[src/rtl/col_parity_pkg.sv]
// Shared constants and state encoding for the column-parity sequencer.
package col_parity_pkg;

  localparam int unsigned CP_WIDTH = 25;
  localparam int unsigned CP_DEPTH = 64;
  localparam int unsigned CP_AW    = 6;

  localparam logic [CP_AW-1:0] WRAP_ADDR = CP_AW'(CP_DEPTH - 1);

  typedef enum logic [3:0] {
    IDLE,
    PRIME,
    PRIME_W,
    LOAD,
    LOAD_W,
    LAUNCH,
    WAIT,
    STORE,
    DONE
  } cp_state_e;

endpackage

[src/rtl/col_parity_wait_timer.sv]
// Loadable up-counter with clear/enable; flags expiry once the count reaches TIMEOUT.
module col_parity_wait_timer #(
  parameter int unsigned TIMEOUT = 255,
  parameter int unsigned CW      = $clog2(TIMEOUT + 1)
) (
  input  logic          clk,
  input  logic          rst,
  input  logic          clr,
  input  logic          en,
  input  logic          ld,
  input  logic [CW-1:0] ld_val,
  output logic [CW-1:0] count,
  output logic          expired
);

  assign expired = (count == CW'(TIMEOUT));

  // Holds at TIMEOUT instead of wrapping, so expiry stays asserted until cleared.
  always_ff @(posedge clk or negedge rst) begin
    if (!rst) begin
      count <= '0;
    end else if (clr) begin
      count <= '0;
    end else if (ld) begin
      count <= ld_val;
    end else if (en && !expired) begin
      count <= count + 1'b1;
    end
  end

endmodule

[src/rtl/col_parity_seq.sv]
// Streams every slice and its wrap-around predecessor through the column-parity
// datapath, one launch per slice, and writes each result to the result memory.
module col_parity_seq
  import col_parity_pkg::*;
#(
  parameter int unsigned WIDTH   = CP_WIDTH,
  parameter int unsigned DEPTH   = CP_DEPTH,
  parameter int unsigned AW      = CP_AW,
  parameter int unsigned TIMEOUT = 255
) (
  input  logic             clk,
  input  logic             rst,
  input  logic             start,
  output logic             busy,
  output logic             done,
  output logic             err,
  output logic [AW-1:0]    slice_idx,
  output logic             mem_rd,
  output logic [AW-1:0]    mem_addr,
  input  logic [WIDTH-1:0] mem_rdata,
  output logic             dp_start,
  output logic [WIDTH-1:0] dp_curr,
  output logic [WIDTH-1:0] dp_pre,
  input  logic             dp_ready,
  input  logic [WIDTH-1:0] dp_out,
  output logic             res_we,
  output logic [AW-1:0]    res_addr,
  output logic [WIDTH-1:0] res_wdata
);

  localparam int unsigned     TCW      = $clog2(TIMEOUT + 1);
  localparam logic [AW-1:0]   LAST_IDX = AW'(DEPTH - 1);

  cp_state_e        state_q, state_d;
  logic [AW-1:0]    k_q, k_d;
  logic             err_q, err_d;
  logic [WIDTH-1:0] pre_q, pre_d;
  logic [WIDTH-1:0] cur_q, cur_d;

  logic             tmr_clr;
  logic             tmr_en;
  logic [TCW-1:0]   wait_cnt;
  logic             tmr_expired;

  col_parity_wait_timer #(
    .TIMEOUT (TIMEOUT),
    .CW      (TCW)
  ) u_wait_timer (
    .clk     (clk),
    .rst     (rst),
    .clr     (tmr_clr),
    .en      (tmr_en),
    .ld      (1'b0),
    .ld_val  ('0),
    .count   (wait_cnt),
    .expired (tmr_expired)
  );

  always_ff @(posedge clk or negedge rst) begin
    if (!rst) begin
      state_q <= IDLE;
      k_q     <= '0;
      err_q   <= 1'b0;
      pre_q   <= '0;
      cur_q   <= '0;
    end else begin
      state_q <= state_d;
      k_q     <= k_d;
      err_q   <= err_d;
      pre_q   <= pre_d;
      cur_q   <= cur_d;
    end
  end

  always_comb begin
    state_d   = state_q;
    k_d       = k_q;
    err_d     = err_q;
    pre_d     = pre_q;
    cur_d     = cur_q;
    mem_rd    = 1'b0;
    mem_addr  = '0;
    dp_start  = 1'b0;
    res_we    = 1'b0;
    res_addr  = '0;
    res_wdata = '0;
    done      = 1'b0;
    tmr_clr   = 1'b0;
    tmr_en    = 1'b0;

    unique case (state_q)
      IDLE: begin
        if (start) begin
          err_d   = 1'b0;
          k_d     = '0;
          state_d = PRIME;
        end
      end
      PRIME: begin
        mem_rd   = 1'b1;
        mem_addr = LAST_IDX;
        state_d  = PRIME_W;
      end
      PRIME_W: begin
        pre_d   = mem_rdata;
        state_d = LOAD;
      end
      LOAD: begin
        mem_rd   = 1'b1;
        mem_addr = k_q;
        state_d  = LOAD_W;
      end
      LOAD_W: begin
        cur_d   = mem_rdata;
        state_d = LAUNCH;
      end
      LAUNCH: begin
        dp_start = 1'b1;
        tmr_clr  = 1'b1;
        state_d  = WAIT;
      end
      WAIT: begin
        tmr_en = 1'b1;
        // A zero count marks the first WAIT cycle, where ready may still be stale.
        if ((wait_cnt != '0) && dp_ready) begin
          state_d = STORE;
        end else if (tmr_expired) begin
          err_d   = 1'b1;
          state_d = DONE;
        end
      end
      STORE: begin
        res_we    = 1'b1;
        res_addr  = k_q;
        res_wdata = dp_out;
        if (k_q == LAST_IDX) begin
          state_d = DONE;
        end else begin
          pre_d   = cur_q;
          k_d     = k_q + 1'b1;
          state_d = LOAD;
        end
      end
      DONE: begin
        done    = 1'b1;
        state_d = IDLE;
      end
      default: state_d = IDLE;
    endcase
  end

  assign busy      = (state_q != IDLE);
  assign err       = err_q;
  assign slice_idx = k_q;
  assign dp_curr   = cur_q;
  assign dp_pre    = pre_q;

endmodule

[config.mk]
export PLATFORM = sky130hd
export DESIGN_NAME = col_parity_seq
export DESIGN_NICKNAME = d
export VERILOG_FILES = /design/src/rtl/col_parity_pkg.sv /design/src/rtl/col_parity_wait_timer.sv /design/src/rtl/col_parity_seq.sv
export SDC_FILE = /design/constraint.sdc
export NUM_CORES = 1
export LEC_CHECK = 0
export CAP_MARGIN = 20
export CORE_UTILIZATION = 39
export CTS_BUF_LIST = sky130_fd_sc_hd__clkbuf_16
export DETAILED_ROUTE_END_ITERATION = 10
export HOLD_SLACK_MARGIN = 0.12
export MAX_ROUTING_LAYER = met4
export PLACE_DENSITY = 0.77
export SLEW_MARGIN = 20
export SYNTH_ARGS = -nofsm -noshare
export SYNTH_HDL_FRONTEND = slang
export SYNTH_SLANG_ARGS = --single-unit
[constraint.sdc]
create_clock -name clk -period 2.2 [get_ports clk]
set_clock_uncertainty 0.2 [all_clocks]
set_input_delay 0.66 -clock clk [delete_from_list [all_inputs] [get_ports clk]]
set_output_delay 0.66 -clock clk [all_outputs]
set_load 0.005 [all_outputs]
======== After elaboration in Yosys (flattened, before gate mapping) ========
Cells that the tools add are included.
storage, ports and cells
  flip-flop bits (word level) ............. 69
  input port bits ......................... 54
  output and inout port bits .............. 99
operators by class
  eq/ne operators ......................... 15
  mux-type cells .......................... 24
  reductions and logical operators ........ 15
  add/subtract/negate cells ............... 2
operator list
  kind                                                                     count
  25-bit 2-to-1 mux                                                        2
  25-bit one-hot mux with 2 select lines                                   1
  4-bit one-hot mux with 8 select lines                                    1
  6-bit one-hot mux with 2 select lines                                    2
  6-bit 2-to-1 mux                                                         3
  4-bit by 3-bit == test with 1-bit output, second input constant          4
  4-bit 2-to-1 mux                                                         4
  8-bit 2-to-1 mux                                                         2
  8-bit by 1-bit adder with 8-bit output, second input constant            1
  4-bit by 2-bit == test with 1-bit output, second input constant          2
  8-bit == test, second input constant                                     1
  1-bit 2-to-1 mux                                                         8
  2-bit nonzero test                                                       4
  8-bit nonzero test                                                       1
  6-bit by 1-bit adder with 6-bit output, second input constant            1
  6-bit == test, second input constant                                     1
  2-bit inequality test, second input constant                             3
  4-bit by 1-bit == test with 1-bit output, second input constant          1
  4-bit == test, second input constant                                     1
  4-bit zero test                                                          1
  2-bit AND reduction                                                      2
  4-bit AND reduction                                                      1
  4-bit nonzero test                                                       1
  3-bit by 2-bit inequality test with 1-bit output, second input constant  1
  other kinds (6)                                                          7

======== Depth between registers and ports, before layout ========
Gate-level depths: netlist of run 1.
  depth in word-level cells ............... 5
  mapped depth ............................ 6
  mapped depth without buffers ............ 6

======== By module ========
From an unflattened synthesis of run 1, not the netlist that was laid out.
second synthesis, totals
  cell total of the unflattened synthesis .. 371
  area, all modules ....................... 3697.3 um^2
by module, submodules not included
  module                 cells each  instances  area an instance (um^2)
  col_parity_seq         312         1          3129.3
  col_parity_wait_timer  59          1          568.0

======== Worst setup path after synthesis of run 1 ========
OpenSTA, ideal clock, no wires.
  kind .................................... flip-flop to output port
  start ................................... register state_q[3]
  end ..................................... output port res_wdata[10]
  arrival time ............................ 1.310 ns
  stages on the path, launching flop included .. 6
  slack ................................... 0.030 ns
  required time ........................... 1.340 ns
  path buffers ............................ 2
  path through ............................ dfrtp_1 > nand4b_1 > clkinv_1 > clkbuf_1 > clkbuf_1 > and2_1
on the way
  cells in the longest elaborated chain, start to end .. 2
ends and longest elaborated chain
  item                                      RTL line              RTL
  start, declared                           col_parity_seq.sv:34  cp_state_e state_q, state_d;
  start signal, assigned                    col_parity_seq.sv:67  state_q <= state_d;
  4-bit by 3-bit == test with 1-bit output  col_parity_seq.sv:91  unique case (state_q)
  25-bit 2-to-1 mux                         col_parity_seq.sv:91
  end, declared                             col_parity_seq.sv:28  output logic [WIDTH-1:0] res_wdata
No other way between the ends.

======== Final worst setup path of run 1 ========
  start ................................... register state_q[3]
  end ..................................... output port res_wdata[23]
The elaborated chain is that of the path after synthesis.

==> flow_summary.yaml, run 1 <==
status:
  status: "complete, but fails checks"
  violations: "DRC, setup timing"
worst_setup_path:
  criticalPathCategory: "reg2out"
  crit_path_end_kind: "primary output"
  crit_arrival_ns: 1.59
  cp_max_fo: 4
  cp-start-kind: "flop"
  cp.required_ns: 1.34
yosys:
  synthCells: 356
  ys_top_cells_by_count: "80 x nand2_1, 69 x dfrtp_1, 50 x mux2_2"
  synth_mux_area_frac: 0.164
  synth_edf_count: 0
  yosysMostFrequentCell: "nand2_1"
  synth-async-reset-ratio: 1.00
  yosys_register_bits: 69
  synth_flop_cell: "dfrtp_1"
  synth_top_area_share: 0.477
  yosys-top-cells-area: "dfrtp_1 48%, mux2_2 16%, nand2_1 8.3%"
  ys_seq_area_frac: 0.477
  synth_fa_ha_area_frac: 0.0104
  ys_types: 52
  synthXorXnorAreaFrac: 0.0121
  synth_area_per_cell_um2: 10.2
  netlist_area_um2: 3620
  synth_nets: 413
  synth-simple-area-share: 0.208
  synth_top_family_by_area: "simple AND/OR/NAND/NOR gates"
  yosys_warnings: 0
  synth_compound_area_frac: 0.0843
  yosys.area.top_type: "dfrtp_1"
final_layout:
  flow.area_growth_from_synthesis_pct: 76.7
  regArea_um2: 1730
  num_antenna_cells: 0
  multiInputGateArea_um2: 1980
  fin_util: 0.723
  finalNetCount: 621
  nFillCells: 616
  final_layout_size_suffix_gt1_frac: 0.407
global_route:
  antenna_found_initial: 0
  grt_pass1_vias: 3495
  grt_max_degree: 70
  grt_pass1_wl_um: 17400
  grt_overflow: 0
  track_usage: 0.235
clock_network:
  root_buffer: "clkbuf_16"
  clock_latency_ns: 0.33
  cts_max_path_buffers: 2
  cts_tree: "done"
  numCtsBuffers: 9
  cts_sinks: 69
  cts_max_level: 3
  clkSlewWorstSetupHoldPaths_ns: 0.06
placement:
  gp_congestion: 0.873
  port_buffers: 152
  dp_hpwl_um: 7120
  dp_worst_setup_slack_ns: -0.453
floorplan:
  core_um2: 8850
  row_count: 34
  fp.dieArea_um2: 9670
  start_util: 0.409
  die_w_um: 98.4
  die_h_um: 98.4
  io_pins: 153
routing:
  drc: 16
  routed_wl_um: 11600
  wl_per_cell_um: 17.2
  via_per_inst: 5.28
  postRouteAntennaNets: 0
  dr.pass1.iters: 8
  dr_total_vias: 3570
  drtIter0Drc: 172
timing:
  fin_crit_sh: 1.11
  worst_slew_pin_slew_ns: 0.399
  drv_slew: 0
  max_slew_margin: 0.731
  fmax_mhz: 408
  grt_setup_unrepaired: "true"
  tns_ns: -9.14
  setup_violations: 63
  hold_viol_final: 0
  hold_ws_ns: 0.147
  timing.final.ws_setup_ns: -0.249
  period_needed_ns: 2.45
power:
  power.density_nw_per_um2: 1360
  peakVddDrop_v: 0.000889
  p_leak_nw: 3.02
min_path:
  hp-class: "in2async"
flow_run:
  cap_violations: 0
## state kept, by name, summed over array words and instances (netlist names)
register,flops
dp_curr,25
err,1
state_q,4
slice_idx,6
u_wait_timer.count,8
dp_pre,25
## timing repair
action / in CTS / in global routing
endpoints found under the setup margin: 45 / 76
pin swaps: 27 / 9
buffers inserted: 17 / 13
gates cloned: 4 / 3
resized for setup: 268 / 32
hold buffers: 0 / 0
## worst max-delay path: stages, from the launching register on
cell and delay, ns:
dfrtp_1 0.38, nand4b_1 0.27, clkinv_4 0.13, buf_6 0.14, buf_16 0.11, and2_4 0.14
buf_6 0.09
## through the flow
step                instances  power [mW]  cell area, um2
floorplan                 356        4.00            3620
global placement          628        6.04            5460
detailed placement        628        6.16            5460
CTS                       663        8.32            6140
global route              676        9.16            6400
finish                    676        8.70            6400
## routing by layer
layer	track usage	up-vias	part of all wire
li1	-	1637	-
met1	0.286	1734	0.40
met2	0.393	181	0.51
met3	0.0422	18	0.073
met4	0.0815	0	0.016
met5	-	-	0
## report_power, final
part | total (mW) | internal, mW | switching, mW
sequential | 2.26 | 1.85 | 0.414
clock | 1.42 | 0.870 | 0.547
combinational | 5.02 | 3.18 | 1.84
total | 8.70 | 5.90 | 2.80
## layout by cell type (no fill, tap or decap), types with 4 or more instances in the layout
cell / count
nand2_1: 79
clkbuf_16: 12
buf_2: 14
xor2_1: 4
o211ai_1: 5
and2_4: 27
buf_4: 45
a21oi_2: 4
mux2_2: 25
buf_6: 39
nor2_1: 18
mux2_4: 25
dfrtp_1: 66
clkdlybuf4s50_1: 108
inv_1: 11
buf_12: 4
## worst paths after layout
path | from | endpoint | slack [ns] | cells past startpoint
max | state_q[3] | res_wdata[23] | -0.25 | 6
min | rst | u_wait_timer.count[1] | 0.15 | 2
max reg2reg | state_q[2] | dp_pre[12] | -0.12 | 10
min reg2reg | err | err | 0.31 | 1
max in group asynchronous | rst | slice_idx[3] | 1.32 | 2
min in group clk | err | err | 0.31 | 1
## layout make-up
type                       instances  area share
clock buffer                       9      0.0352
tap                              108      0.0211
clock inverter                     6     0.00997
sequential                        69       0.270
timing repair buffer             219       0.345
multi-input combinational        251       0.309
inverter                          14     0.00939
## cells by family after synthesis
kind of cell	count (synthesis)
DFF	69
buffers and inverters	36
AOI/OAI and AO/OA	38
and+or+nand+nor	152
xor gates and xnor gates	5
adders and majority gates	3
muxes	53
(Power assumes the default switching activity.)
==> inputs of run 2 (changes only) <==
--- a/config.mk
+++ b/config.mk
@@ -6,12 +6,12 @@
 export NUM_CORES = 1
 export LEC_CHECK = 0
 export CAP_MARGIN = 20
-export CORE_UTILIZATION = 39
-export CTS_BUF_LIST = sky130_fd_sc_hd__clkbuf_16
+export CORE_UTILIZATION = 40
+export CTS_BUF_LIST = sky130_fd_sc_hd__clkbuf_4 sky130_fd_sc_hd__clkbuf_8
 export DETAILED_ROUTE_END_ITERATION = 10
 export HOLD_SLACK_MARGIN = 0.12
 export MAX_ROUTING_LAYER = met4
-export PLACE_DENSITY = 0.77
+export PLACE_DENSITY = 0.79
 export SLEW_MARGIN = 20
 export SYNTH_ARGS = -nofsm -noshare
 export SYNTH_HDL_FRONTEND = slang
==> flow_summary.yaml, run 2 (synthesis gave the netlist of run 1 again) <==
timing:
  hold_viol_final: 0
  hold_ws_ns: 0.130
  worst_slew_pin_slew_ns: 0.402
  fin_crit_sh: 1.10
  fmax_mhz: 414
  timing.final.ws_setup_ns: -0.215
  tns_ns: -6.84
  grt_setup_unrepaired: "true"
  max_slew_margin: 0.730
  setup_violations: 65
  drv_slew: 0
  period_needed_ns: 2.41
placement:
  dp_worst_setup_slack_ns: -0.432
  port_buffers: 152
  dp_hpwl_um: 7280
  gp_congestion: 0.849
  placedCellCount: 632
power:
  peakVddDrop_v: 0.000656
  p_leak_nw: 3.06
  power.density_nw_per_um2: 1350
  finalPower_mw: 8.65
clock_network:
  cts_hold_buffers: 0
  cts_max_path_buffers: 2
  cts_sinks: 69
  cts_max_level: 3
  clkSlewWorstSetupHoldPaths_ns: 0.07
  cts_tree: "done"
  root_buffer: "clkbuf_8"
  numCtsBuffers: 9
  clock_latency_ns: 0.34
routing:
  dr.pass1.iters: 4
  postRouteAntennaNets: 0
  wl_per_cell_um: 17.0
  routed_wl_um: 11600
  via_per_inst: 5.17
  dr_total_vias: 3516
  drc: 0
  drtIter0Drc: 102
floorplan:
  die_h_um: 97.1
  start_util: 0.413
  core_um2: 8760
  row_count: 34
  die_w_um: 97.1
  fp.dieArea_um2: 9440
  io_pins: 153
final_layout:
  multiInputGateArea_um2: 2010
  layout_commonest_cell: "clkdlybuf4s50_1"
  finalNetCount: 625
  flow.area_growth_from_synthesis_pct: 76.6
  final_cell_mix: "105 x clkdlybuf4s50_1, 79 x nand2_1, 67 x dfrtp_1, 47 x buf_4, 35 x buf_6"
  final_layout_size_suffix_gt1_frac: 0.411
  nFillCells: 607
  regArea_um2: 1730
  num_antenna_cells: 0
  final_cells: 680
worst_setup_path:
  rr_worst_depth: 10
  cp.required_ns: 1.34
  cp-startpoint: "state_q[0]"
  crit_arrival_ns: 1.55
  ff2ff_setup_slack_ns: -0.05
  reg2reg_from: "state_q[0]"
  criticalPathCategory: "reg2out"
  crit_path_end_kind: "primary output"
  cp_max_fo: 7
  rr_endpoint: "dp_pre[20]"
  endpoint: "res_wdata[18]"
  cp-start-kind: "flop"
flow_run:
  cap_violations: 0
global_route:
  track_usage: 0.243
  grt_max_degree: 70
  grt_pass1_wl_um: 17800
  antenna_found_initial: 0
  grt_pass1_vias: 3577
  grt_overflow: 0
min_path:
  hp-class: "in2async"
status:
  violations: "setup timing"
  status: "complete, but fails checks"
run 2: changes by cell type in the layout (fill, tap and decap cells not counted), sizes merged, moves of 2 or more:
cell	delta
clkdlybuf4s15	+3
clkdlybuf4s50	-3
buf	+2
bufinv	+2
clkinvlp	-2
dlymetal6s2s	+2
run 2: worst min path at each step:
stage	to	slack [ns]	depth (start not counted)
finish	state_q[3]	0.13	2
global route	state_q[1]	0.16	2
CTS	dp_curr[9]	0.15	2
detailed placement	dp_pre[21]	0.29	1
global placement	dp_pre[20]	0.29	1
floorplan	dp_curr[0]	0.16	0
run 2: per-layer routing:
metal | vias to the layer above | global-route usage | share of wire | wire length, um
met4 | 0 | 0.0769 | 0.015 | 177
met5 | - | - | 0 | 0
met2 | 158 | 0.415 | 0.50 | 5800
met3 | 17 | 0.0482 | 0.062 | 720
li1 | 1644 | - | - | -
met1 | 1697 | 0.290 | 0.42 | 4860
run 2: timing repair:
action / 4_1_cts / 5_1_grt
pin swaps: 29 / 9
buffers inserted: 23 / 12
endpoints found under the setup margin: 46 / 78
gates cloned: 3 / 4
gates resized for setup: 239 / 61
run 2: per-stage QoR:
stage,utilization,area (um2)
after floorplan,-,3620
after global placement,0.628,5500
final,0.730,6400
after global routing,0.730,6400
after detailed placement,0.628,5500
after CTS,0.691,6060
run 2: layout make-up:
class	instances	share of cell area
Clock inverter	6	0.0176
Multi-Input combinational cell	251	0.314
Inverter	14	0.00841
Clock buffer	9	0.0194
Sequential cell	69	0.270
Timing Repair Buffer	223	0.349
Tap cell	108	0.0211
run 2: power breakdown:
group / total, mW / leakage [nW] / switching (mW) / internal, mW
clock network: 1.24 / 0.119 / 0.491 / 0.749
registers: 2.25 / 0.837 / 0.403 / 1.84
logic: 5.16 / 2.10 / 1.91 / 3.25
run 2: critical path: stages, from the launching register on:
cell and delay (ns):
dfrtp_1 0.41, nand4b_1 0.16, clkinv_2 0.10, buf_6 0.15
buf_16 0.14, and2_1 0.15, buf_2 0.12
==> inputs of run 3 (changes only) <==
--- a/config.mk
+++ b/config.mk
@@ -12,6 +12,7 @@
 export HOLD_SLACK_MARGIN = 0.12
 export MAX_ROUTING_LAYER = met4
 export PLACE_DENSITY = 0.79
+export SKIP_CTS_REPAIR_TIMING = 1
 export SLEW_MARGIN = 20
 export SYNTH_ARGS = -nofsm -noshare
 export SYNTH_HDL_FRONTEND = slang
==> constraint.sdc (replaced) <==
create_clock -name clk -period 2.2 [get_ports clk]
set_clock_uncertainty 0.2 [all_clocks]
set_input_delay 0.44 -clock clk [delete_from_list [all_inputs] [get_ports clk]]
set_output_delay 0.44 -clock clk [all_outputs]
set_load 0.005 [all_outputs]
==> flow_summary.yaml, run 3 (synthesis gave the netlist of run 1 again) <==
routing:
  dr_total_vias: 3448
  dr.pass1.iters: 4
  wl_per_cell_um: 16.4
  postRouteAntennaNets: 0
  drtIter0Drc: 165
  via_per_inst: 5.22
  drc: 0
  routed_wl_um: 10800
power:
  peakVddDrop_v: 0.000668
  power.density_nw_per_um2: 1310
  p_leak_nw: 2.94
  finalPower_mw: 8.01
floorplan:
  fp.dieArea_um2: 9440
  io_pins: 153
  die_w_um: 97.1
  row_count: 34
  die_h_um: 97.1
  start_util: 0.413
  core_um2: 8760
final_layout:
  finalNetCount: 605
  num_antenna_cells: 0
  nFillCells: 635
  layout_commonest_cell: "clkdlybuf4s50_1"
  final_layout_size_suffix_gt1_frac: 0.342
  final_cell_area_um2: 6100
  final_cell_mix: "113 x clkdlybuf4s50_1, 79 x nand2_1, 69 x dfrtp_1, 28 x buf_4, 26 x buf_6"
  flow.area_growth_from_synthesis_pct: 68.3
worst_setup_path:
  crit_chain: "nand4b_1 > inv_4 > buf_12 > buf_4 > buf_6 > buf_12 > and2_1 > buf_2"
  crit_arrival_ns: 1.89
  rr_endpoint: "dp_pre[15]"
  ff2ff_setup_slack_ns: -0.11
  cp_max_fo: 8
  reg2reg_from: "state_q[2]"
  cp-start-kind: "flop"
  criticalPathCategory: "reg2out"
  slowest_stage: "dfrtp_1"
  cp.required_ns: 1.56
  rr_worst_depth: 8
  cp-startpoint: "state_q[2]"
  crit_top_cell: "buf_12"
  slowest_delay_ns: 0.43
  crit_path_end_kind: "primary output"
placement:
  gp_congestion: 0.878
  place_area_um2: 5410
  port_buffers: 152
  dp_hpwl_um: 6750
clock_network:
  root_buffer: "clkbuf_8"
  numCtsBuffers: 9
  cts_max_path_buffers: 2
  cts_max_level: 3
  cts_tree: "done"
  clkSlewWorstSetupHoldPaths_ns: 0.08
  clock_latency_ns: 0.34
  cts_sinks: 69
flow_run:
  cap_violations: 0
min_path:
  hold_start: "err"
  hp-class: "reg2reg"
  min_to: "err"
  hold_depth: 1
timing:
  worst_slew_pin_slew_ns: 0.531
  fmax_mhz: 395
  hold_viol_final: 0
  timing.final.ws_setup_ns: -0.331
  period_needed_ns: 2.53
  max_slew_margin: 0.637
  fin_crit_sh: 1.15
  grt_setup_unrepaired: "true"
  drv_slew: 0
  setup_violations: 59
global_route:
  use_met3: 0.0424
  grt_overflow: 0
  grt_pass1_wl_um: 15300
  grt_pass1_vias: 3209
  busiest_layer: "met2"
  antenna_found_initial: 0
  grt_util_met1: 0.255
  grt_max_degree: 70
  track_usage: 0.206
  grtUsageMet2: 0.336
status:
  status: "complete, but fails checks"
  violations: "setup timing"
## run 3: power breakdown
group          internal, mW  switching (mW)  leakage, nW
Clock                 0.562           0.519       0.0991
Combinational          2.96            1.72         2.00
Sequential             1.84           0.417        0.841
## run 3: through the flow
| stage | TNS [ns] | cells | utilization | hold WS [ns] | setup WS (ns) |
|---|---|---|---|---|---|
| finish | -8.55 | 661 | 0.696 | 0.303 | -0.331 |
| global route | -13.79 | 661 | 0.696 | 0.336 | -0.432 |
| CTS | -12.93 | 634 | 0.641 | -0.0823 | -0.371 |
| detailed placement | 0 | 618 | 0.617 | 0.289 | 0.0108 |
| global placement | 0 | 618 | 0.617 | 0.288 | 0.00534 |
| floorplan | 0 | 356 | - | -0.0556 | 0.0610 |
## run 3: routing by layer
metal	wire length [um]	part of all wire	vias to the layer above
li1	-	-	1605
met1	4590	0.42	1664
met2	5360	0.50	164
met3	731	0.068	15
met4	132	0.012	0
met5	0	0	-
## run 3: cell type report
cell class                      instances  area [um2]  share of cell area
Tap cell                              108         135              0.0222
Sequential cell                        69        1730               0.283
Inverter                               14        55.1             0.00903
Clock buffer                           10         138              0.0226
Timing Repair Buffer                  203        2050               0.337
Clock inverter                          6        71.3              0.0117
Multi-Input combinational cell        251        1920               0.315
## run 3: critical path, delay by kind of cell, from the launching register on
family / cells / cell delay, ns
buf+inv: 6 / 0.72
flops: 1 / 0.43
simple gates: 2 / 0.40
## run 3: worst max-delay path by stage
stage,slack (ns),end
after global placement,0.005,res_wdata[21]
final,-0.33,res_wdata[18]
after CTS,-0.37,res_wdata[17]
after detailed placement,0.01,res_wdata[17]
after floorplan,0.06,dp_pre[10]
after global routing,-0.43,res_wdata[17]
==> patch 1, RTL diff (flow settings as in run 1) <==
The package constant `CP_AW` goes from 6 to 5.
--- a/src/rtl/col_parity_pkg.sv
+++ b/src/rtl/col_parity_pkg.sv
@@ -5,3 +5,3 @@
   localparam int unsigned CP_DEPTH = 64;
-  localparam int unsigned CP_AW    = 6;
+  localparam int unsigned CP_AW    = 5;
 
Interface: changed (resized mem_addr, res_addr and slice_idx); port bits go from 153 to 150. No check against the original RTL was run, so the function may have changed too.
==> patch 1 against run 1 <==
- the flow finishes with violations (setup timing)
- area after synthesis fell by 4.8%
- utilization rose by 2.4 points
- worst hold slack improved by 0.19 ns
- wire length fell by 0.19%
- design area fell by 2.2%
- global-route usage rose by 1.7 points
- setup slack improved by 0.017 ns
- power rose by 5.0%
- critical path depth fell by 3
- sequential cell count fell by 1
- fmax rose by 0.68%
- largest cell class unchanged
- highest routed layer unchanged
==> patch 1: results (changes against run 1) <==
top post-synthesis cells by count dfrtp_1, nand2_1, nor2_1; top cells by area, synth dfrtp_1, mux2_2, nand2_1; class of the worst hold path reg2reg; largest net degree at the start of global routing 35 (-50%); Pleak 2.70 nW (-11%); worst flop-to-flop path startpoint slice_idx[1]; status finished with violations; number of global-route vias before repair 3440 (-1.6%); Mean Syn Cell Area 9.82 sq um (-3.4%); crit path max fanout 3 (-1); gp weighted congestion 0.845 (-3.1%); Setup TNS Final -6.71 ns (+2.43 ns); first-pass GRT wire length 16900 um (-3.0%); R2R depth 9 (-1); ratio of cells with drive above 1 in the final layout 0.405 (-0.00197); 1st-iter DRT viols 132 (-23%); DR WL met2 6190 um (+4.8%); Max VDD drop 0.000858 V (-3.4%); Cell Count, Final, Fillers Out 656 (-3.0%); final wirelength 11600 um (-0.19%); final setup fails 62 (-1.6%); Final #Nets 605 (-2.6%); Post-Syn Nets 409 (-0.97%); met3 Resource Use GR 0.0458 (+0.00358); met1 usage 0.279 (-0.00722); pre-CTS WS -0.420 ns (+0.0330 ns); crit-path leading delay family simple AND/OR/NAND/NOR gates; DR vias/cell 5.26 (-0.33%); Cells after DPL 618 (-1.6%); drt pass-1 iters 4 (-4); GRT met2 Usage 0.440 (+0.0470); gr usage total 0.252 (+0.0171); R2R Setup Slk -0.09 ns (+0.03 ns); Seq/Total Area, Yosys 0.494 (+0.0168); failing checks setup timing; worst setup margin -0.232 ns (+0.0166 ns); M1 WL 4490 um (-4.5%); unique cell type count in the Yosys netlist 44 (-15%)
==> patch 1: cell count changes after synthesis, sizes merged, moves of 3 or more <==
cell,change
nand2,-18
nor2b,+4
buf,+7
nor2,+15
mux2,-25
a31oi,+26
and4,-3
o21ai,+5
nor4,-4
mux2i,+3
clkbuf,-6
nand3,+3
==> patch 1: kinds of logic (layout without fill, tap and decap cells) <==
logic type	count (synthesis)	count (layout)	share of synthesized area
compound gates	60	60	0.127
xor+xnor	3	3	0.00762
fa+ha+maj	4	4	0.0145
buf+inv	34	234	0.0443
flops	68	68	0.494
mux	31	31	0.103
simple gates	151	151	0.209
==> patch 1: cell type report <==
| cell class | count | area, sq um |
|---|---|---|
| repair buffers | 208 | 2140 |
| fillers | 548 | 2120 |
| multi-input cells | 249 | 1890 |
| flip-flops and latches | 68 | 1710 |
| clock buffers | 9 | 225 |
| well taps | 105 | 131 |
| clock inverters | 6 | 114 |
| inverters | 11 | 48.8 |
==> patch 1: report_power, final <==
group          total (mW)  internal (mW)  switching (mW)  leakage [nW]
Combinational        5.15           3.03            2.12          1.74
Clock                1.64           1.10           0.536         0.158
Sequential           2.35           1.84           0.510         0.802
Total                9.14           5.98            3.16          2.70
==> patch 1: metrics by stage <==
| stage | total power, mW | cell area, sq um | util |
|---|---|---|---|
| 3_5_place_dp | 6.37 | 5330 | 0.636 |
| 3_3_place_gp | 6.24 | 5330 | 0.636 |
| 5_1_grt | 9.65 | 6260 | 0.747 |
| 4_1_cts | 8.57 | 6000 | 0.715 |
| 6_report | 9.14 | 6260 | 0.747 |
| 2_1_floorplan | 4.11 | 3500 | - |
==> patch 1: timing repair <==
item,CTS,global route
endpoints found under the hold margin,14,0
buffers inserted,14,10
hold buffers,1,0
gates cloned,4,3
resized for setup,215,68
pin swaps,29,4
endpoints found under the setup margin,42,71
==> patch 2, RTL diff (settings of run 1) <==
Made on the original files. Encoding of `cp_state_e`: now one-hot (9 bits for 9 states).
--- a/src/rtl/col_parity_pkg.sv
+++ b/src/rtl/col_parity_pkg.sv
@@ -9,12 +9,12 @@
 
-  typedef enum logic [3:0] {
-    IDLE,
-    PRIME,
-    PRIME_W,
-    LOAD,
-    LOAD_W,
-    LAUNCH,
-    WAIT,
-    STORE,
-    DONE
+  typedef enum logic [8:0] {
+    IDLE    = 9'b000000001,
+    PRIME   = 9'b000000010,
+    PRIME_W = 9'b000000100,
+    LOAD    = 9'b000001000,
+    LOAD_W  = 9'b000010000,
+    LAUNCH  = 9'b000100000,
+    WAIT    = 9'b001000000,
+    STORE   = 9'b010000000,
+    DONE    = 9'b100000000
   } cp_state_e;
Behaviour: no difference found for any inputs over 10 cycles, from zero or initial values and one cycle with rst low; not proved beyond that.
==> patch 2 against run 1 <==
- the run ends with setup timing left
- register-to-register slack worse by 0.08 ns
- area after synthesis rose by 6.2%
- sequential cell count increased by 5
- critical endpoint is now res_addr[5]
- die area grew 6.1%
- highest routed layer unchanged
- setup slack got worse by 0.29 ns
- design area grew 6.0%
- wire length rose by 14%
- utilization is 0.25 points lower
- non-clock buffer count increased by 5
- synthesized cell count shrank 6.7%
Power is not compared: it rests on default switching activity, and its combinational part moved more than twofold at a synthesized area within 25%.
==> patch 2: results (changes against run 1) <==
status finished with violations; failing checks setup timing; adder-cell share of the synthesized area 0.00976 (-0.000604); DP Wirelength 7860 um (+10%); unique cell type count in the Yosys netlist 48 (-7.7%); worst setup margin -0.540 ns (-0.291 ns); Worst R2R End dp_pre[13]; Seq/Total Area, Yosys 0.482 (+0.00509); R2R depth 8 (-2); ratio of cells with drive above 1 in the final layout 0.483 (+0.0762); 1st-iter DRT viols 173 (+0.58%); Rel. slew slack 0.591 (-0.139); compound-cell area share of the yosys netlist 0.0761 (-0.00817); Final #Nets 608 (-2.1%); crit-path leading delay family simple AND/OR/NAND/NOR gates; Cells after DPL 637 (+1.4%); worst flop-to-flop path startpoint state_q[5]; met1 usage 0.302 (+0.0157); worst endpoint data arrival time 1.88 ns (+0.29 ns); DR vias 3674 (+2.9%); met3 Resource Use GR 0.0642 (+0.0219); first-pass GRT wire length 18500 um (+6.0%); final setup fails 68 (+7.9%); top cells by area, synth dfrtp_1, mux2_2, and2_1; GRT met2 Usage 0.380 (-0.0123); Post-CTS Setup Inserts 18 (+1); post-cts hold buffer count 1 (+1); multiplexer area fraction after synthesis 0.225 (+0.0607); drt pass-1 iters 5 (-3); met3 WL post-DR 865 um (+2.4%); DR WL met2 6720 um (+14%); hold_ws 0.298 ns (+0.150 ns); gr usage total 0.244 (+0.00901); DR vias/cell 5.37 (+1.7%); Filler cells 623 (+1.1%)
patch 2: worst max-delay path by stage:
stage          slack (ns)  startpoint       endpoint  cells after the start
3_5_place_dp        -0.45  state_q[5]    res_addr[4]                      5
4_1_cts             -0.50  state_q[5]    res_addr[5]                      7
5_1_grt             -0.60  state_q[5]    res_addr[0]                      8
3_3_place_gp        -0.41  dp_out[10]  res_wdata[10]                      3
6_report            -0.54  state_q[5]    res_addr[5]                      7
2_1_floorplan       -0.08  state_q[5]  res_wdata[14]                      5
patch 2: layout make-up:
type                       count  area [sq um]  area share
timing repair buffer         224          2230       0.329
multi-input combinational    228          2150       0.317
sequential                    74          1860       0.273
clock buffer                   9           225      0.0332
tap                          129           161      0.0238
clock inverter                 6          58.8     0.00867
inverter                      11          58.8     0.00867
timing repair inverter         3          41.3     0.00609
patch 2: kinds of logic (layout without fill, tap and decap cells):
group           Yosys count  in the layout
mux                      77             77
simple gates            104            104
xor+xnor                  1              1
fa+ha+maj                 3              3
buf+inv                  30            253
compound gates           43             43
flops                    74             74
